$ cat src/rtl/cpu_ctrl_pkg.sv
// Shared encodings for the multicycle control FSM and the datapath muxes it drives.
package cpu_ctrl_pkg;

  localparam int unsigned STATE_W = 5;
  typedef logic [STATE_W-1:0] state_t;

  localparam state_t ST_RESET   = 5'd0;
  localparam state_t ST_FETCH   = 5'd1;
  localparam state_t ST_F_LAT   = 5'd2;
  localparam state_t ST_DECODE  = 5'd3;
  localparam state_t ST_R_EX    = 5'd4;
  localparam state_t ST_R_WB    = 5'd5;
  localparam state_t ST_I_EX    = 5'd6;
  localparam state_t ST_I_WB    = 5'd7;
  localparam state_t ST_ADDR    = 5'd8;
  localparam state_t ST_L_RD    = 5'd9;
  localparam state_t ST_L_LAT   = 5'd10;
  localparam state_t ST_L_WB    = 5'd11;
  localparam state_t ST_S_WR    = 5'd12;
  localparam state_t ST_BEQ     = 5'd13;
  localparam state_t ST_BNE     = 5'd14;
  localparam state_t ST_JMP     = 5'd15;
  localparam state_t ST_EXC     = 5'd16;
  localparam state_t ST_EXC_RD  = 5'd17;
  localparam state_t ST_EXC_LAT = 5'd18;
  localparam state_t ST_EXC_JMP = 5'd19;

  localparam logic [5:0] OP_RTYPE = 6'h00;
  localparam logic [5:0] OP_J     = 6'h02;
  localparam logic [5:0] OP_BEQ   = 6'h04;
  localparam logic [5:0] OP_BNE   = 6'h05;
  localparam logic [5:0] OP_ADDI  = 6'h08;
  localparam logic [5:0] OP_LW    = 6'h23;
  localparam logic [5:0] OP_SW    = 6'h2B;

  localparam logic [5:0] FN_ADD = 6'h20;
  localparam logic [5:0] FN_SUB = 6'h22;
  localparam logic [5:0] FN_AND = 6'h24;

  localparam logic [2:0] IORD_PC     = 3'd0;
  localparam logic [2:0] IORD_ALUOUT = 3'd2;
  localparam logic [2:0] IORD_EXCPT  = 3'd3;

  localparam logic [1:0] REGDST_RT = 2'd0;
  localparam logic [1:0] REGDST_RD = 2'd1;

  localparam logic [1:0] SRCA_PC  = 2'd0;
  localparam logic [1:0] SRCA_A   = 2'd1;
  localparam logic [1:0] SRCA_MDR = 2'd2;

  localparam logic [1:0] SRCB_B      = 2'd0;
  localparam logic [1:0] SRCB_4      = 2'd1;
  localparam logic [1:0] SRCB_IMM    = 2'd2;
  localparam logic [1:0] SRCB_IMM_SH = 2'd3;

  localparam logic [2:0] ALU_PASSA = 3'b000;
  localparam logic [2:0] ALU_ADD   = 3'b001;
  localparam logic [2:0] ALU_SUB   = 3'b010;
  localparam logic [2:0] ALU_AND   = 3'b011;
  localparam logic [2:0] ALU_CMP   = 3'b111;

  localparam logic [2:0] PCSRC_RES    = 3'd0;
  localparam logic [2:0] PCSRC_ALUOUT = 3'd1;
  localparam logic [2:0] PCSRC_JUMP   = 3'd2;
  localparam logic [2:0] PCSRC_MDR    = 3'd4;

  localparam logic [3:0] DATASRC_ALUOUT = 4'd0;

  // Full set of datapath controls produced each cycle
  typedef struct packed {
    logic       pc_write;
    logic [2:0] iord;
    logic       mem_wr;
    logic       ir_write;
    logic [1:0] reg_dst;
    logic       reg_write;
    logic       ab_write;
    logic [1:0] alu_src_a;
    logic [1:0] alu_src_b;
    logic [2:0] alu_ctrl;
    logic [2:0] pc_source;
    logic [3:0] data_src;
    logic       aluout_write;
    logic       mdr_write;
    logic       epc_write;
  } ctrl_t;

  // R-type funct codes the datapath can execute
  function automatic logic funct_known(input logic [5:0] fn);
    return (fn == FN_ADD) || (fn == FN_SUB) || (fn == FN_AND);
  endfunction

  // ALU operation for an R-type funct
  function automatic logic [2:0] alu_from_funct(input logic [5:0] fn);
    case (fn)
      FN_SUB:  return ALU_SUB;
      FN_AND:  return ALU_AND;
      default: return ALU_ADD;
    endcase
  endfunction

endpackage

$ cat src/rtl/mem_wait_ctr.sv
// Wait-state counter: cleared by start, saturates at MEM_WAIT-1 and flags done.
module mem_wait_ctr #(
  parameter int unsigned MEM_WAIT = 2
) (
  input  logic clk,
  input  logic reset,
  input  logic start,
  output logic done_c
);

  localparam int unsigned CNT_W = 3;
  localparam logic [CNT_W-1:0] LAST = CNT_W'(MEM_WAIT - 1);

  logic [CNT_W-1:0] cnt_q, cnt_d;

  assign done_c = (cnt_q == LAST);

  // Clear on start, otherwise count up and hold at the last value
  always_comb begin
    cnt_d = cnt_q;
    if (start) begin
      cnt_d = '0;
    end else if (!done_c) begin
      cnt_d = cnt_q + CNT_W'(1);
    end
  end

  // Counter register
  always_ff @(posedge clk or negedge reset) begin
    if (!reset) begin
      cnt_q <= '0;
    end else begin
      cnt_q <= cnt_d;
    end
  end

endmodule

$ cat src/rtl/mc_ctrl_fsm.sv
// Multicycle CPU control FSM with memory wait states.
// Build option: define CTRL_OVF_EXC_EN to trap overflow and unknown instructions
// through the EPC/exception-vector sequence.
module mc_ctrl_fsm #(
  parameter int unsigned MEM_WAIT = 2
) (
  input  logic       clk,
  input  logic       reset,
  input  logic [5:0] opcode,
  input  logic [5:0] funct,
  input  logic       Gt,
  input  logic       Eq,
  input  logic       Lt,
  input  logic       Ng,
  input  logic       Zr,
  input  logic       Ofw,
  output logic       PC_Write,
  output logic [2:0] IorD,
  output logic       MEM_write_or_read,
  output logic       IR_Write,
  output logic [1:0] RegDst,
  output logic       RegWrite,
  output logic       AB_Write,
  output logic [1:0] ALUSrcA,
  output logic [1:0] ALUSrcB,
  output logic [2:0] ALUCtrl,
  output logic [2:0] PCSource,
  output logic [3:0] DataSrc,
  output logic       ALUOut_Write,
  output logic       MDR_Write,
  output logic       EPC_Write
);

  import cpu_ctrl_pkg::*;

  state_t state_q, state_d;
  ctrl_t  ctrl_c;
  logic   wait_done_c;
  logic   ovf_trap_c;
  logic   unused_flags;

`ifdef CTRL_OVF_EXC_EN
  localparam state_t UNKNOWN_NEXT = ST_EXC;
  assign ovf_trap_c   = Ofw;
  assign unused_flags = ^{Gt, Lt, Ng, Zr};
`else
  localparam state_t UNKNOWN_NEXT = ST_FETCH;
  assign ovf_trap_c   = 1'b0;
  assign unused_flags = ^{Gt, Lt, Ng, Zr, Ofw};
`endif

  // Every state change restarts the wait count, so a wait state always begins at 0
  mem_wait_ctr #(.MEM_WAIT(MEM_WAIT)) u_wait (
    .clk    (clk),
    .reset  (reset),
    .start  (state_d != state_q),
    .done_c (wait_done_c)
  );

  // State register
  always_ff @(posedge clk or negedge reset) begin
    if (!reset) begin
      state_q <= ST_RESET;
    end else begin
      state_q <= state_d;
    end
  end

  // Next-state decode
  always_comb begin
    state_d = state_q;
    case (state_q)
      ST_RESET:  state_d = ST_FETCH;
      ST_FETCH:  if (wait_done_c) state_d = ST_F_LAT;
      ST_F_LAT:  state_d = ST_DECODE;
      ST_DECODE: begin
        case (opcode)
          OP_RTYPE: state_d = funct_known(funct) ? ST_R_EX : UNKNOWN_NEXT;
          OP_ADDI:  state_d = ST_I_EX;
          OP_LW:    state_d = ST_ADDR;
          OP_SW:    state_d = ST_ADDR;
          OP_BEQ:   state_d = ST_BEQ;
          OP_BNE:   state_d = ST_BNE;
          OP_J:     state_d = ST_JMP;
          default:  state_d = UNKNOWN_NEXT;
        endcase
      end
      ST_R_EX:    state_d = (ovf_trap_c && (funct != FN_AND)) ? ST_EXC : ST_R_WB;
      ST_I_EX:    state_d = ovf_trap_c ? ST_EXC : ST_I_WB;
      ST_ADDR:    state_d = (opcode == OP_LW) ? ST_L_RD : ST_S_WR;
      ST_L_RD:    if (wait_done_c) state_d = ST_L_LAT;
      ST_L_LAT:   state_d = ST_L_WB;
      ST_EXC:     state_d = ST_EXC_RD;
      ST_EXC_RD:  if (wait_done_c) state_d = ST_EXC_LAT;
      ST_EXC_LAT: state_d = ST_EXC_JMP;
      ST_R_WB, ST_I_WB, ST_L_WB, ST_S_WR,
      ST_BEQ, ST_BNE, ST_JMP, ST_EXC_JMP: state_d = ST_FETCH;
      default:    state_d = ST_RESET;
    endcase
  end

  // Output decode from the current state (branch enables follow Eq)
  always_comb begin
    ctrl_c = '0;
    case (state_q)
      ST_FETCH: begin
        ctrl_c.iord      = IORD_PC;
        ctrl_c.alu_src_a = SRCA_PC;
        ctrl_c.alu_src_b = SRCB_4;
        ctrl_c.alu_ctrl  = ALU_ADD;
      end
      ST_F_LAT: begin
        ctrl_c.ir_write  = 1'b1;
        ctrl_c.pc_write  = 1'b1;
        ctrl_c.pc_source = PCSRC_RES;
        // keep PC+4 on the ALU result while the PC loads it
        ctrl_c.alu_src_a = SRCA_PC;
        ctrl_c.alu_src_b = SRCB_4;
        ctrl_c.alu_ctrl  = ALU_ADD;
      end
      ST_DECODE: begin
        ctrl_c.ab_write     = 1'b1;
        ctrl_c.alu_src_a    = SRCA_PC;
        ctrl_c.alu_src_b    = SRCB_IMM_SH;
        ctrl_c.alu_ctrl     = ALU_ADD;
        ctrl_c.aluout_write = 1'b1;
      end
      ST_R_EX: begin
        ctrl_c.alu_src_a    = SRCA_A;
        ctrl_c.alu_src_b    = SRCB_B;
        ctrl_c.alu_ctrl     = alu_from_funct(funct);
        ctrl_c.aluout_write = 1'b1;
      end
      ST_R_WB: begin
        ctrl_c.reg_dst   = REGDST_RD;
        ctrl_c.data_src  = DATASRC_ALUOUT;
        ctrl_c.reg_write = 1'b1;
      end
      ST_I_EX, ST_ADDR: begin
        ctrl_c.alu_src_a    = SRCA_A;
        ctrl_c.alu_src_b    = SRCB_IMM;
        ctrl_c.alu_ctrl     = ALU_ADD;
        ctrl_c.aluout_write = 1'b1;
      end
      ST_I_WB: begin
        ctrl_c.reg_dst   = REGDST_RT;
        ctrl_c.reg_write = 1'b1;
      end
      ST_L_RD:  ctrl_c.iord = IORD_ALUOUT;
      ST_L_LAT: ctrl_c.mdr_write = 1'b1;
      ST_L_WB: begin
        ctrl_c.data_src     = DATASRC_ALUOUT;
        ctrl_c.alu_src_a    = SRCA_MDR;
        ctrl_c.alu_ctrl     = ALU_PASSA;
        ctrl_c.aluout_write = 1'b1;
        ctrl_c.reg_dst      = REGDST_RT;
        ctrl_c.reg_write    = 1'b1;
      end
      ST_S_WR: begin
        ctrl_c.iord   = IORD_ALUOUT;
        ctrl_c.mem_wr = 1'b1;
      end
      ST_BEQ, ST_BNE: begin
        ctrl_c.alu_src_a = SRCA_A;
        ctrl_c.alu_src_b = SRCB_B;
        ctrl_c.alu_ctrl  = ALU_CMP;
        ctrl_c.pc_source = PCSRC_ALUOUT;
        ctrl_c.pc_write  = (state_q == ST_BEQ) ? Eq : !Eq;
      end
      ST_JMP: begin
        ctrl_c.pc_write  = 1'b1;
        ctrl_c.pc_source = PCSRC_JUMP;
      end
      ST_EXC: begin
        ctrl_c.alu_src_a = SRCA_PC;
        ctrl_c.alu_src_b = SRCB_4;
        ctrl_c.alu_ctrl  = ALU_SUB;
`ifdef CTRL_OVF_EXC_EN
        ctrl_c.epc_write = 1'b1;
`endif
      end
      ST_EXC_RD:  ctrl_c.iord = IORD_EXCPT;
      ST_EXC_LAT: ctrl_c.mdr_write = 1'b1;
      ST_EXC_JMP: begin
        ctrl_c.pc_write  = 1'b1;
        ctrl_c.pc_source = PCSRC_MDR;
      end
      default: ctrl_c = '0;
    endcase
  end

  assign PC_Write          = ctrl_c.pc_write;
  assign IorD              = ctrl_c.iord;
  assign MEM_write_or_read = ctrl_c.mem_wr;
  assign IR_Write          = ctrl_c.ir_write;
  assign RegDst            = ctrl_c.reg_dst;
  assign RegWrite          = ctrl_c.reg_write;
  assign AB_Write          = ctrl_c.ab_write;
  assign ALUSrcA           = ctrl_c.alu_src_a;
  assign ALUSrcB           = ctrl_c.alu_src_b;
  assign ALUCtrl           = ctrl_c.alu_ctrl;
  assign PCSource          = ctrl_c.pc_source;
  assign DataSrc           = ctrl_c.data_src;
  assign ALUOut_Write      = ctrl_c.aluout_write;
  assign MDR_Write         = ctrl_c.mdr_write;
  assign EPC_Write         = ctrl_c.epc_write;

endmodule

$ cat config.mk
export PLATFORM = sky130hd
export DESIGN_NAME = mc_ctrl_fsm
export DESIGN_NICKNAME = d
export VERILOG_FILES = /design/src/rtl/cpu_ctrl_pkg.sv /design/src/rtl/mem_wait_ctr.sv /design/src/rtl/mc_ctrl_fsm.sv
export SDC_FILE = /design/constraint.sdc
export NUM_CORES = 1
export LEC_CHECK = 0
export CAP_MARGIN = 0
export CELL_PAD_IN_SITES_DETAIL_PLACEMENT = 1
export CELL_PAD_IN_SITES_GLOBAL_PLACEMENT = 1
export CORE_ASPECT_RATIO = 0.75
export CORE_MARGIN = 10
export CORE_UTILIZATION = 26
export CTS_CLUSTER_SIZE = 30
export DETAILED_ROUTE_END_ITERATION = 10
export GPL_ROUTABILITY_DRIVEN = 0
export PLACE_DENSITY_LB_ADDON = 0.3
export SLEW_MARGIN = 10
export SYNTH_ARGS = -nofsm -noshare
export SYNTH_HDL_FRONTEND = slang
export SYNTH_SLANG_ARGS = --single-unit
$ cat constraint.sdc
create_clock -name clk -period 1.7 [get_ports clk]
set_clock_uncertainty 0.2 [all_clocks]
set_input_delay 0.34 -clock clk [delete_from_list [all_inputs] [get_ports clk]]
set_output_delay 0.34 -clock clk [all_outputs]
set_load 0.02 [all_outputs]
==> results <==
- The flow ran to the end, but the final reports show violations.
- The checks that failed: setup timing.
- The count of placed standard cells including taps is 281.
- The number of I/O port buffers is 34.
- The number of antenna violations at the first check in global routing is 0.
- In the final timing run, aggregate negative setup slack is -9.341 ns.
- After detailed routing, the number of remaining DRC violations is 0.
- The post-synthesis average cell area is between 7 and 8 sq um.
- The maximum number of buffers from clock root to sink is 2.
- The share of the yosys chip area belonging to registers is 0.1871.
- CTS placed an instance of clkbuf_8 at the clock tree root.
- The layout cell share with drive strength beyond 1 is 0.6434.
- Once detailed placement completed, the half-perimeter wirelength came to approximately 3600 um.
- In the synthesized netlist the dominant register cell turns out to be dfrtp_1.
- For this design the top-level I/O count stands at 47.
- In the synthesized netlist, the number of instances is between 100 and 150.
- The hold violation count in the final report is 0.
- After routing the design area is about 0.0023 sq mm.
- The worst path buffer plus inverter count is 2.
- After synthesis the netlist holds a flip-flop and latch count of 8.
- Summing all multi-input logic gate instances after layout gives roughly 0.0010 sq mm.
- For this run the aggregate overflow at the end of global routing stands at 0.
- The number of buffers created by CTS is 3.
- Setup repair after global routing could not meet its margin everywhere.
- Once detail routing completed, the nets flagged for antenna violations numbered 0.
- Entering global routing, the biggest net connects 11 pins.
- The number of iterations in the first detailed-routing pass is 4.
- The peak per-stage delay on the critical path is 0.45 ns.
- The total vias in the final route is between 1500 and 2000.
- The worst-path maximum fanout is 5.
- The library cell used most frequently in the layout, excluding fill and tap cells, is buf_4.
- In this run the core area contains 20 standard-cell rows.
- The critical path arrival is 1.76 ns.
- The design draws 0.002986 W.
- The die boundary width is 94.07 um.
- The reported leakage power is between 1 and 1.5 nW.
- In this run the vertical extent of the chip is ~76 um.
- After detailed placement, the total cell area comes to ~0.0019 sq mm.
- The kind of end point of the critical path is a primary output.
- Fill cells in the final layout number 460.
- In this design, the largest share of critical-path delay is due to compound AO/OA/AOI/OAI gates.
- The first routing iteration left just over 90 violations.
- For the pin with the worst max-slew slack, the measured transition is between 0.5 and 0.6 ns.
- Data on the critical path is required at its endpoint by 1.16 ns.
- The number of flops mapped to enable cells by yosys is 0.
- The top achievable clock speed is roughly 440 MHz.
- The power density normalized to cell area is between 1000 and 1500 mW/mm^2.
- The number of sinks handled by clock tree synthesis is 8.
- The maximum level of the CTS H-tree is 1.
- Once layout is complete, the utilization of the core stands at 0.5756.
- For this run, asynchronously set or reset flops after synthesis account for 1.000.
- The average wire per cell in the routed design is 22.13 um.
- The clock latency on the worst-skew pair is approximately 0.24 ns.
- The cell with the largest stage delay on the worst path is dfrtp_2.
- The area growth from synthesis to layout is 115.4%.
- For the finished layout, the period the worst path requires is approximately 2.3 ns.
- Across the run, the number of max-cap violations was 0.
- The type of the most critical hold path is in -> async.
- The critical path goes through buf_4 > and2_0 > a31oi_2 > o32a_1 > o22ai_2 > buf_6.
- Setup violations remaining at the end of the flow were counted as 24.
- In the global route stage, overall resource usage came out at 0.1730.
- In the layout the commonest cells are buf_4, buf_6, nor2_1.
- The number of antenna repair diodes is 0.
- The clock transition at the register clock pins on the worst setup and hold paths after CTS is 0.05 ns.
- The die area is ~0.0071 sq mm.
- TritonCTS built the clock tree.
- The synthesized netlist occupies a cell area of approximately 0.0011 sq mm.
- STA classifies the critical path startpoint as a register.
- Across the whole layout, storage elements account for 205.2 sq um.
- IR analysis of the VDD net gives a maximum drop of roughly 800 uV.
- At the end of the flow, the number of nets in the layout was 268.
- The netlist uses 54 different library cells.
- The critical path in this run is classified as reg -> out.
- Of the available clock period, the critical path in the final layout requires 1.350.
- Once routing completed, OpenROAD measured the worst setup slack at -0.5955 ns.
- In the routed layout, each cell is associated on average with a via count of between 5 and 6.
- The number of global-route vias before repair came to roughly 1700.
- The first global-routing pass estimated just under 10000 um of wire.
- The starting utilization of the core area is 0.2672.
- For this block, the routed nets add up to between 6000 and 7000 um of wire.
- The number of max-slew violations in the final report came to 0.
- The area of the core region is about 0.0040 sq mm.
- The finished layout holds roughly 300 standard cells, fillers aside.
- The count of synthesis-stage warnings from yosys is 0.
- In this run the tightest slew margin relative to its limit is 0.6588.
[stage by stage]
| step | hold slack (ns) | worst slack, ns |
|---|---|---|
| finish | 0.1898 | -0.5955 |
| global route | 0.2194 | -0.6271 |
| CTS | 0.2040 | -0.4477 |
| detailed placement | 0.2643 | -1.229 |
| global placement | 0.2509 | -1.197 |
| floorplan | -0.1556 | -0.1839 |
[cells in the mapped netlist, drive strengths merged, types with 3 or more instances]
library cell | count | area share
o21ai | 7 | 0.033
a21oi | 12 | 0.056
nand2b | 5 | 0.029
a211oi | 5 | 0.035
inv | 7 | 0.025
mux2i | 3 | 0.028
nor3 | 6 | 0.028
nor4 | 4 | 0.029
buf | 18 | 0.11
dfrtp | 8 | 0.19
nand2 | 7 | 0.027
nor2 | 23 | 0.081
nor4b | 5 | 0.047
[cells by family after synthesis]
logic type	count (synthesis)	synth area share
buffers and inverters	27	0.1415
adder cells (fa/ha/maj)	2	0.02339
AND/OR/NAND/NOR	64	0.3439
AO/OA/AOI/OAI	40	0.2480
XOR/XNOR	3	0.02457
flip-flops	8	0.1871
other	1	0.003505
multiplexers	3	0.02807
[flip-flops by register name, summed over array words and instances (netlist names)]
signal and count:
state_q 5, u_wait.cnt_q 3
[worst register-to-register path, stage by stage, from the launching register on]
cell and delay [ns]:
dfrtp_2 0.46, buf_6 0.16, nor3b_4 0.24, buf_6 0.16, buf_6 0.10, buf_6 0.08, a21boi_4 0.20, nor2_2 0.08
o32ai_2 0.25
[routing by layer]
| metal | track usage | up-vias | routed length [um] |
|---|---|---|---|
| met2 | 0.3091 | 59 | 3309 |
| met3 | 0.03051 | 22 | 287 |
| met1 | 0.2078 | 797 | 2741 |
| met5 | 0 | - | 0 |
| met4 | 0.05210 | 0 | 278 |
| li1 | - | 718 | - |
[power breakdown]
part	switching, W	leakage, nW	internal, W	total (W)
sequential	0.000106	0.100	0.000250	0.000356
combinational	0.00122	0.898	0.00117	0.00239
clock	0.0000873	0.0216	0.000155	0.000242
total	0.00141	1.02	0.00158	0.00299
[cell type report]
type,count,area share
repair buffers,107,0.3969
multi-input cells,119,0.4539
inverters,7,0.01249
well taps,55,0.02986
clock buffers,3,0.01792
flip-flops and latches,8,0.08903
[what timing repair did]
item                                    CTS  global route
hold endpoints to repair                  0             0
pin swaps                                17             9
gates resized for setup                 175            27
hold buffers                              0             0
endpoints found under the setup margin   24            27
setup buffers                            16             2
[path summary, 6_finish.rpt]
path,startpoint,endpoint,slack [ns],depth (start not counted)
max,state_q[3]$_DFF_PN0_,ALUCtrl[1],-0.60,6
min,reset,state_q[2]$_DFF_PN0_,0.19,1
max reg2reg,state_q[1]$_DFF_PN0_,state_q[2]$_DFF_PN0_,-0.30,8
min reg2reg,u_wait.cnt_q[0]$_DFFE_PN0P_,u_wait.cnt_q[0]$_DFFE_PN0P_,0.27,1
max in group asynchronous,reset,state_q[1]$_DFF_PN0_,0.80,1
min in group clk,u_wait.cnt_q[0]$_DFFE_PN0P_,u_wait.cnt_q[0]$_DFFE_PN0P_,0.27,1
(Power assumes the default switching activity.)
